<file path="src/rtl/cmd_frontend_pkg.sv">
// Shared command type plus helpers and error-cause indices for the command front-end.
package cmd_frontend_pkg;

  typedef struct packed {
    logic [3:0]  op;
    logic [11:0] addr;
    logic [15:0] data;
  } cmd_t;

  // Source-id width; a single source still gets one bit so ports never collapse.
  function automatic int src_w(input int n);
    return (n > 1) ? $clog2(n) : 1;
  endfunction

  localparam int CF_ERR_PUSH_FULL = 0;
  localparam int CF_ERR_RD_EMPTY  = 1;
  localparam int CF_ERR_FIN_EMPTY = 2;
  localparam int CF_ERR_W         = 3;

endpackage

</file>
<file path="src/rtl/cmd_frontend_sync_fifo.sv">
// Show-ahead synchronous FIFO; push while full and pop while empty are ignored.
module sync_fifo #(
  parameter int WIDTH = 8,
  parameter int DEPTH = 4
) (
  input  logic                         i_clk,
  input  logic                         i_rstn,
  input  logic                         i_push,
  input  logic [WIDTH-1:0]             i_data,
  input  logic                         i_pop,
  output logic [WIDTH-1:0]             o_data,
  output logic                         o_full,
  output logic                         o_empty,
  output logic [$clog2(DEPTH+1)-1:0]   o_count
);
  localparam int AW = (DEPTH > 1) ? $clog2(DEPTH) : 1;
  localparam int CW = $clog2(DEPTH+1);

  logic [WIDTH-1:0] mem_q [DEPTH];
  logic [AW-1:0]    wptr_q, rptr_q;
  logic [CW-1:0]    cnt_q;
  logic             wr, rd;

  function automatic logic [AW-1:0] inc(input logic [AW-1:0] p);
    return (p == AW'(DEPTH-1)) ? '0 : p + 1'b1;
  endfunction

  assign o_full  = (cnt_q == CW'(DEPTH));
  assign o_empty = (cnt_q == '0);
  assign o_count = cnt_q;
  assign wr      = i_push && !o_full;
  assign rd      = i_pop && !o_empty;
  assign o_data  = mem_q[rptr_q];

  always_ff @(posedge i_clk or negedge i_rstn) begin
    if (!i_rstn) begin
      wptr_q <= '0;
      rptr_q <= '0;
      cnt_q  <= '0;
    end else begin
      if (wr) wptr_q <= inc(wptr_q);
      if (rd) rptr_q <= inc(rptr_q);
      cnt_q <= cnt_q + CW'(wr) - CW'(rd);
    end
  end

  // Storage needs no reset: the head is only consumed while count is non-zero.
  always_ff @(posedge i_clk) begin
    if (wr) mem_q[wptr_q] <= i_data;
  end

endmodule

</file>
<file path="src/rtl/cmd_frontend.sv">
// Per-source command FIFOs, round-robin merge into one show-ahead output, and
// in-order completion routing back to the issuing source.
module cmd_frontend
  import cmd_frontend_pkg::*;
#(
  parameter int SRC_COUNT = 2,
  parameter int DEPTH     = 8,
  parameter int INFLIGHT  = 4
) (
  input  logic                          i_clk,
  input  logic                          i_rstn,
  input  logic [SRC_COUNT-1:0]          i_push,
  input  cmd_t [SRC_COUNT-1:0]          i_cmd,
  output logic [SRC_COUNT-1:0]          o_full,
  output cmd_t                          o_cmd,
  output logic [src_w(SRC_COUNT)-1:0]   o_src,
  output logic                          o_empty,
  input  logic                          i_rd,
  input  logic                          i_finished_task,
  output logic [SRC_COUNT-1:0]          o_done,
  output logic                          o_busy,
  output logic                          o_err
);
  localparam int SW  = src_w(SRC_COUNT);
  localparam int CW  = $clog2(DEPTH+1);
  localparam int TCW = $clog2(INFLIGHT+1);

  logic [SRC_COUNT-1:0]          src_empty, src_pop;
  cmd_t [SRC_COUNT-1:0]          src_head;
  logic [SRC_COUNT-1:0][CW-1:0]  src_cnt;

  for (genvar k = 0; k < SRC_COUNT; k++) begin : g_src
    sync_fifo #(.WIDTH($bits(cmd_t)), .DEPTH(DEPTH)) u_fifo (
      .i_clk   (i_clk),
      .i_rstn  (i_rstn),
      .i_push  (i_push[k]),
      .i_data  (i_cmd[k]),
      .i_pop   (src_pop[k]),
      .o_data  (src_head[k]),
      .o_full  (o_full[k]),
      .o_empty (src_empty[k]),
      .o_count (src_cnt[k])
    );
  end

  cmd_t            out_cmd_q;
  logic [SW-1:0]   out_src_q, rr_q, rr_d, gnt_idx;
  logic            out_vld_q, gnt_vld, pop, load, slot_ok, fin_ok, src_any;
  logic [SW-1:0]   tag_head;
  logic [TCW-1:0]  tag_cnt;
  logic            tag_full, tag_empty;
  logic [SRC_COUNT-1:0] done_q, done_d;
  logic            err_q;
  logic [CF_ERR_W-1:0] err_ev;
  int              idx;

  assign pop    = i_rd && out_vld_q;
  assign fin_ok = i_finished_task && !tag_empty;

  sync_fifo #(.WIDTH(SW), .DEPTH(INFLIGHT)) u_tag (
    .i_clk   (i_clk),
    .i_rstn  (i_rstn),
    .i_push  (pop),
    .i_data  (out_src_q),
    .i_pop   (fin_ok),
    .o_data  (tag_head),
    .o_full  (tag_full),
    .o_empty (tag_empty),
    .o_count (tag_cnt)
  );

  // First non-empty source at or after the round-robin pointer.
  always_comb begin
    gnt_vld = 1'b0;
    gnt_idx = '0;
    idx     = 0;
    for (int i = 0; i < SRC_COUNT; i++) begin
      idx = int'(rr_q) + i;
      if (idx >= SRC_COUNT) idx = idx - SRC_COUNT;
      if (!gnt_vld && !src_empty[idx]) begin
        gnt_vld = 1'b1;
        gnt_idx = SW'(idx);
      end
    end
    rr_d = (gnt_idx == SW'(SRC_COUNT-1)) ? '0 : gnt_idx + 1'b1;
  end

  // The presented command reserves a tag slot, so a load is allowed only if the
  // tag FIFO will still have room after this cycle's pop/finish.
  always_comb begin
    if (fin_ok)   slot_ok = 1'b1;
    else if (pop) slot_ok = (int'(tag_cnt) < INFLIGHT-1);
    else          slot_ok = !tag_full;
  end

  assign load = (!out_vld_q || pop) && gnt_vld && slot_ok;

  always_comb begin
    src_pop = '0;
    done_d  = '0;
    src_any = 1'b0;
    for (int k = 0; k < SRC_COUNT; k++) begin
      src_pop[k] = load && (gnt_idx == SW'(k));
      done_d[k]  = fin_ok && (tag_head == SW'(k));
      if (src_cnt[k] != '0) src_any = 1'b1;
    end
  end

  always_comb begin
    err_ev = '0;
    err_ev[CF_ERR_PUSH_FULL] = |(i_push & o_full);
    err_ev[CF_ERR_RD_EMPTY]  = i_rd && !out_vld_q;
    err_ev[CF_ERR_FIN_EMPTY] = i_finished_task && tag_empty;
  end

  always_ff @(posedge i_clk or negedge i_rstn) begin
    if (!i_rstn) begin
      out_cmd_q <= '0;
      out_src_q <= '0;
      out_vld_q <= 1'b0;
      rr_q      <= '0;
      done_q    <= '0;
      err_q     <= 1'b0;
    end else begin
      if (load) begin
        out_cmd_q <= src_head[gnt_idx];
        out_src_q <= gnt_idx;
        out_vld_q <= 1'b1;
        rr_q      <= rr_d;
      end else if (pop) begin
        out_vld_q <= 1'b0;
      end
      done_q <= done_d;
      err_q  <= err_q | (|err_ev);
    end
  end

  assign o_cmd   = out_cmd_q;
  assign o_src   = out_src_q;
  assign o_empty = !out_vld_q;
  assign o_done  = done_q;
  assign o_err   = err_q;
  assign o_busy  = src_any || out_vld_q || !tag_empty;

endmodule

</file>
<file path="config.mk">
export PLATFORM = sky130hd
export DESIGN_NAME = cmd_frontend
export DESIGN_NICKNAME = d
export VERILOG_FILES = /design/src/rtl/cmd_frontend_pkg.sv /design/src/rtl/cmd_frontend_sync_fifo.sv /design/src/rtl/cmd_frontend.sv
export SDC_FILE = /design/constraint.sdc
export NUM_CORES = 1
export LEC_CHECK = 0
export CAP_MARGIN = 20
export CORE_ASPECT_RATIO = 0.5
export CORE_UTILIZATION = 57
export CTS_BUF_LIST = sky130_fd_sc_hd__clkbuf_16
export DETAILED_ROUTE_END_ITERATION = 8
export PLACE_DENSITY_LB_ADDON = 0.08
export REMOVE_ABC_BUFFERS = 1
export SKIP_CTS_REPAIR_TIMING = 1
export SYNTH_ARGS = -nofsm -noshare
export SYNTH_HDL_FRONTEND = slang
export SYNTH_SLANG_ARGS = --single-unit
</file>
<file path="constraint.sdc">
create_clock -name i_clk -period 5.7 [get_ports i_clk]
set_input_delay 1.14 -clock i_clk [delete_from_list [all_inputs] [get_ports i_clk]]
set_output_delay 1.14 -clock i_clk [all_outputs]
set_load 0.05 [all_outputs]
</file>
==> run_results.csv <==
group,metric,value,unit
clock_network,clock_latency,0.57,ns
floorplan,coreArea,39240,sq um
timing,maxSlewHeadroom,29.12,%
timing,finalSetupViolCount,0,
logic_synthesis,synth_edf_count,516,
detailed_routing,num_vias,10333,
placed_design,gp_congestion,0.8132,
layout,antenna_cells,0,
worst_setup_path,critPathRequiredTime,4.56,ns
worst_setup_path,critPathMaxFanout,3,
detailed_routing,routed_wl,44630,microns
power,irDropWorstVdd,0.0002912,V
global_routing,antenna_found_initial,0,
detailed_routing,drtPass1Iterations,4,
global_routing,grt_max_degree,67,
floorplan,io_pins,110,
floorplan,start_util,58.39,%
timing,worst_pin_slew,1.063,ns
logic_synthesis,seq_area_frac_synth,74.72,%
worst_setup_path,cpMaxStageDelayCell,"clkdlybuf4s50_1",
global_routing,grt_overflow,0,
detailed_routing,post-route-drc-count,0,
floorplan,fp.dieH,143.8,microns
layout,area_growth_syn_to_layout,14.46,%
logic_synthesis,syn-cell-area,22910,sq um
timing,whs,0.4908,ns
clock_network,cts_made_buffers,50,
placed_design,preCtsSetupSlack,1.792,ns
global_routing,grt_pass1_wl,67250,microns
logic_synthesis,synth_warnings,0,
timing,rsz0062_at_grt,"no",
floorplan,dieWidth,285.6,microns
logic_synthesis,ys_types,44,
clock_network,clock-sinks,581,
job,drv_cap,0,
floorplan,rows,51,
worst_setup_path,cpPeakStageDelay,0.93,ns
worst_setup_path,arrival,2.66,ns
power,total_power,14.12,mW
detailed_routing,wl_per_cell,25.49,microns
clock_network,clk_pin_slew,0.07,ns
detailed_routing,viasPerCell,5.901,
layout,nFillCells,2515,
layout,final_cells,1751,
timing,period_needed,3.801,ns
timing,hold_violations,0,
logic_synthesis,synth_top_flop_cell,"edfxtp_1",
timing,maxSlewViolCount,0,
outcome,outcome,"completed",
worst_setup_path,crit_path_end_kind,"primary output",
timing,layout_setup_ws,1.899,ns
placed_design,port_buffers,109,
worst_setup_path,path_cells,"inv_1 -> ha_1 -> nor3b_1 -> clkdlybuf4s50_1",
timing,skew,0.01918,ns
worst_setup_path,cp-start-kind,"register",
layout,stdcell_area,26230,sq um
placed_design,place_area,24620,sq um
logic_synthesis,syn_inst,1045,
logic_synthesis,avgSynthCellArea,21.93,sq um
power,power_density,538.2,nW/um^2
layout,drive_gt1_share,23.01,%
timing,period_share,66.69,%
layout,fin_util,66.84,%
timing,setup_tns,0,ns
min_path,hold_class,"reg -> reg",
detailed_routing,ant_nets,0,
clock_network,clockRootBuffer,"clkbuf_16",
global_routing,grt_pass1_vias,10802,
detailed_routing,drtIter0Drc,947,
placed_design,place_inst,1659,
clock_network,cts_tree,"done",
logic_synthesis,postSynthRegisterBits,581,
global_routing,grt_usage,22.55,%
clock_network,clockBufferDepth,3,
timing,fmax,263.1,MHz
worst_setup_path,crit_type,"reg -> out",
power,p_leak,9.089,nW
layout,nets,1283,
logic_synthesis,async_flop_share,11.19,%
clock_network,htree_levels,2,
floorplan,design.die.area,41060,sq um
placed_design,dpl.hpwl,26470,microns
[routing by layer]
layer,routed length (microns),global-route usage [%],vias up
met2,20760,34.24,260
met1,20940,34.82,5500
met3,2443,4.365,49
met5,0,0,-
li1,-,-,4524
met4,487,3.884,0
[layout make-up]
| type | instances | area [sq um] | share of cell area [%] |
|---|---|---|---|
| multi-input cells | 391 | 5473 | 20.87 |
| flip-flops and latches | 581 | 17130 | 65.32 |
| well taps | 530 | 663.1 | 2.528 |
| clock buffers | 53 | 1326 | 5.057 |
| clock inverters | 38 | 261.5 | 0.9970 |
| inverters | 26 | 97.59 | 0.3721 |
| repair buffers | 132 | 1274 | 4.856 |
[cells in the mapped netlist (all sizes together), types with 2 or more instances]
library cell | count | area, sq um
a21o | 4 | 30.03
a21oi | 4 | 20.02
and2 | 5 | 31.28
buf | 41 | 309.0
clkbuf | 6 | 22.52
dfrtp | 65 | 1627
edfxtp | 516 | 15490
fa | 3 | 60.06
ha | 28 | 350.3
inv | 26 | 97.59
mux2 | 38 | 529.3
mux2i | 96 | 960.9
mux4 | 129 | 2905
nand2 | 23 | 86.33
nand2b | 8 | 50.05
nor2 | 14 | 52.55
nor2b | 2 | 12.51
nor3 | 9 | 50.05
nor3b | 4 | 40.03
o211ai | 2 | 20.02
o21a | 2 | 15.01
o21ai | 5 | 25.02
xor2 | 4 | 35.03
[kinds of logic after synthesis]
family,synth area share [%]
XOR/XNOR,0.1911
AO/OA/AOI/OAI,0.7044
AND/OR/NAND/NOR,1.540
multiplexers,19.18
flip-flops,74.72
adder cells (fa/ha/maj),1.791
buffers and inverters,1.873
[registers in the layout, summed over array words and instances, names as in the netlist]
register              flops
rr_q                      1
u_tag.rptr_q              2
o_cmd                    32
g_src.u_fifo.mem_q      512
out_vld_q                 1
o_err                     1
o_done                    2
g_src.u_fifo.o_count      8
o_src                     1
g_src.u_fifo.rptr_q       6
u_tag.o_count             3
g_src.u_fifo.wptr_q       6
u_tag.mem_q               4
u_tag.wptr_q              2
[cell usage in the layout, fill, tap and decap left out, drive strengths merged, types with 3 or more instances in the layout]
cell and instances:
mux2 38, nand2b 8, clkbuf 53, ha 28
nor3b 4, a21oi 4, a21o 4, o21ai 5
fa 3, and2 5, dfrtp 65, bufinv 4
buf 24, nor3 9, mux4 129, clkinv 15
edfxtp 516, mux2i 96, xor2 4, inv 44
clkdlybuf4s50 108, nand2 23, nor2 14
[worst max-delay path, delay by kind of cell (launching register included)]
kind	cells	cell delay, ns
flops	1	0.36
buf+inv	2	1.03
simple gates	1	0.56
fa+ha+maj	1	0.14
[worst paths after layout]
| path | start | endpoint | slack (ns) | cells past startpoint |
|---|---|---|---|---|
| setup reg to reg | g_src[0].u_fifo.o_count[2] | g_src[1].u_fifo.o_count[3] | 2.17 | 12 |
| min in group asynchronous | i_rstn | u_tag.wptr_q[0] | 0.69 | 1 |
| hold reg to reg | o_err | o_err | 0.49 | 2 |
| hold / removal | o_err | o_err | 0.49 | 2 |
| max in group asynchronous | i_rstn | g_src[1].u_fifo.rptr_q[1] | 4.31 | 1 |
| setup / recovery | g_src[1].u_fifo.o_count[2] | o_full[1] | 1.90 | 4 |
[power by group]
part | leakage (nW) | internal [mW] | switching (mW)
Combinational | 2.80 | 2.23 | 2.57
Sequential | 5.44 | 5.45 | 0.569
Clock | 0.841 | 1.85 | 1.45
Total | 9.09 | 9.52 | 4.59
Note: power is estimated with default switching activity, not from simulation.
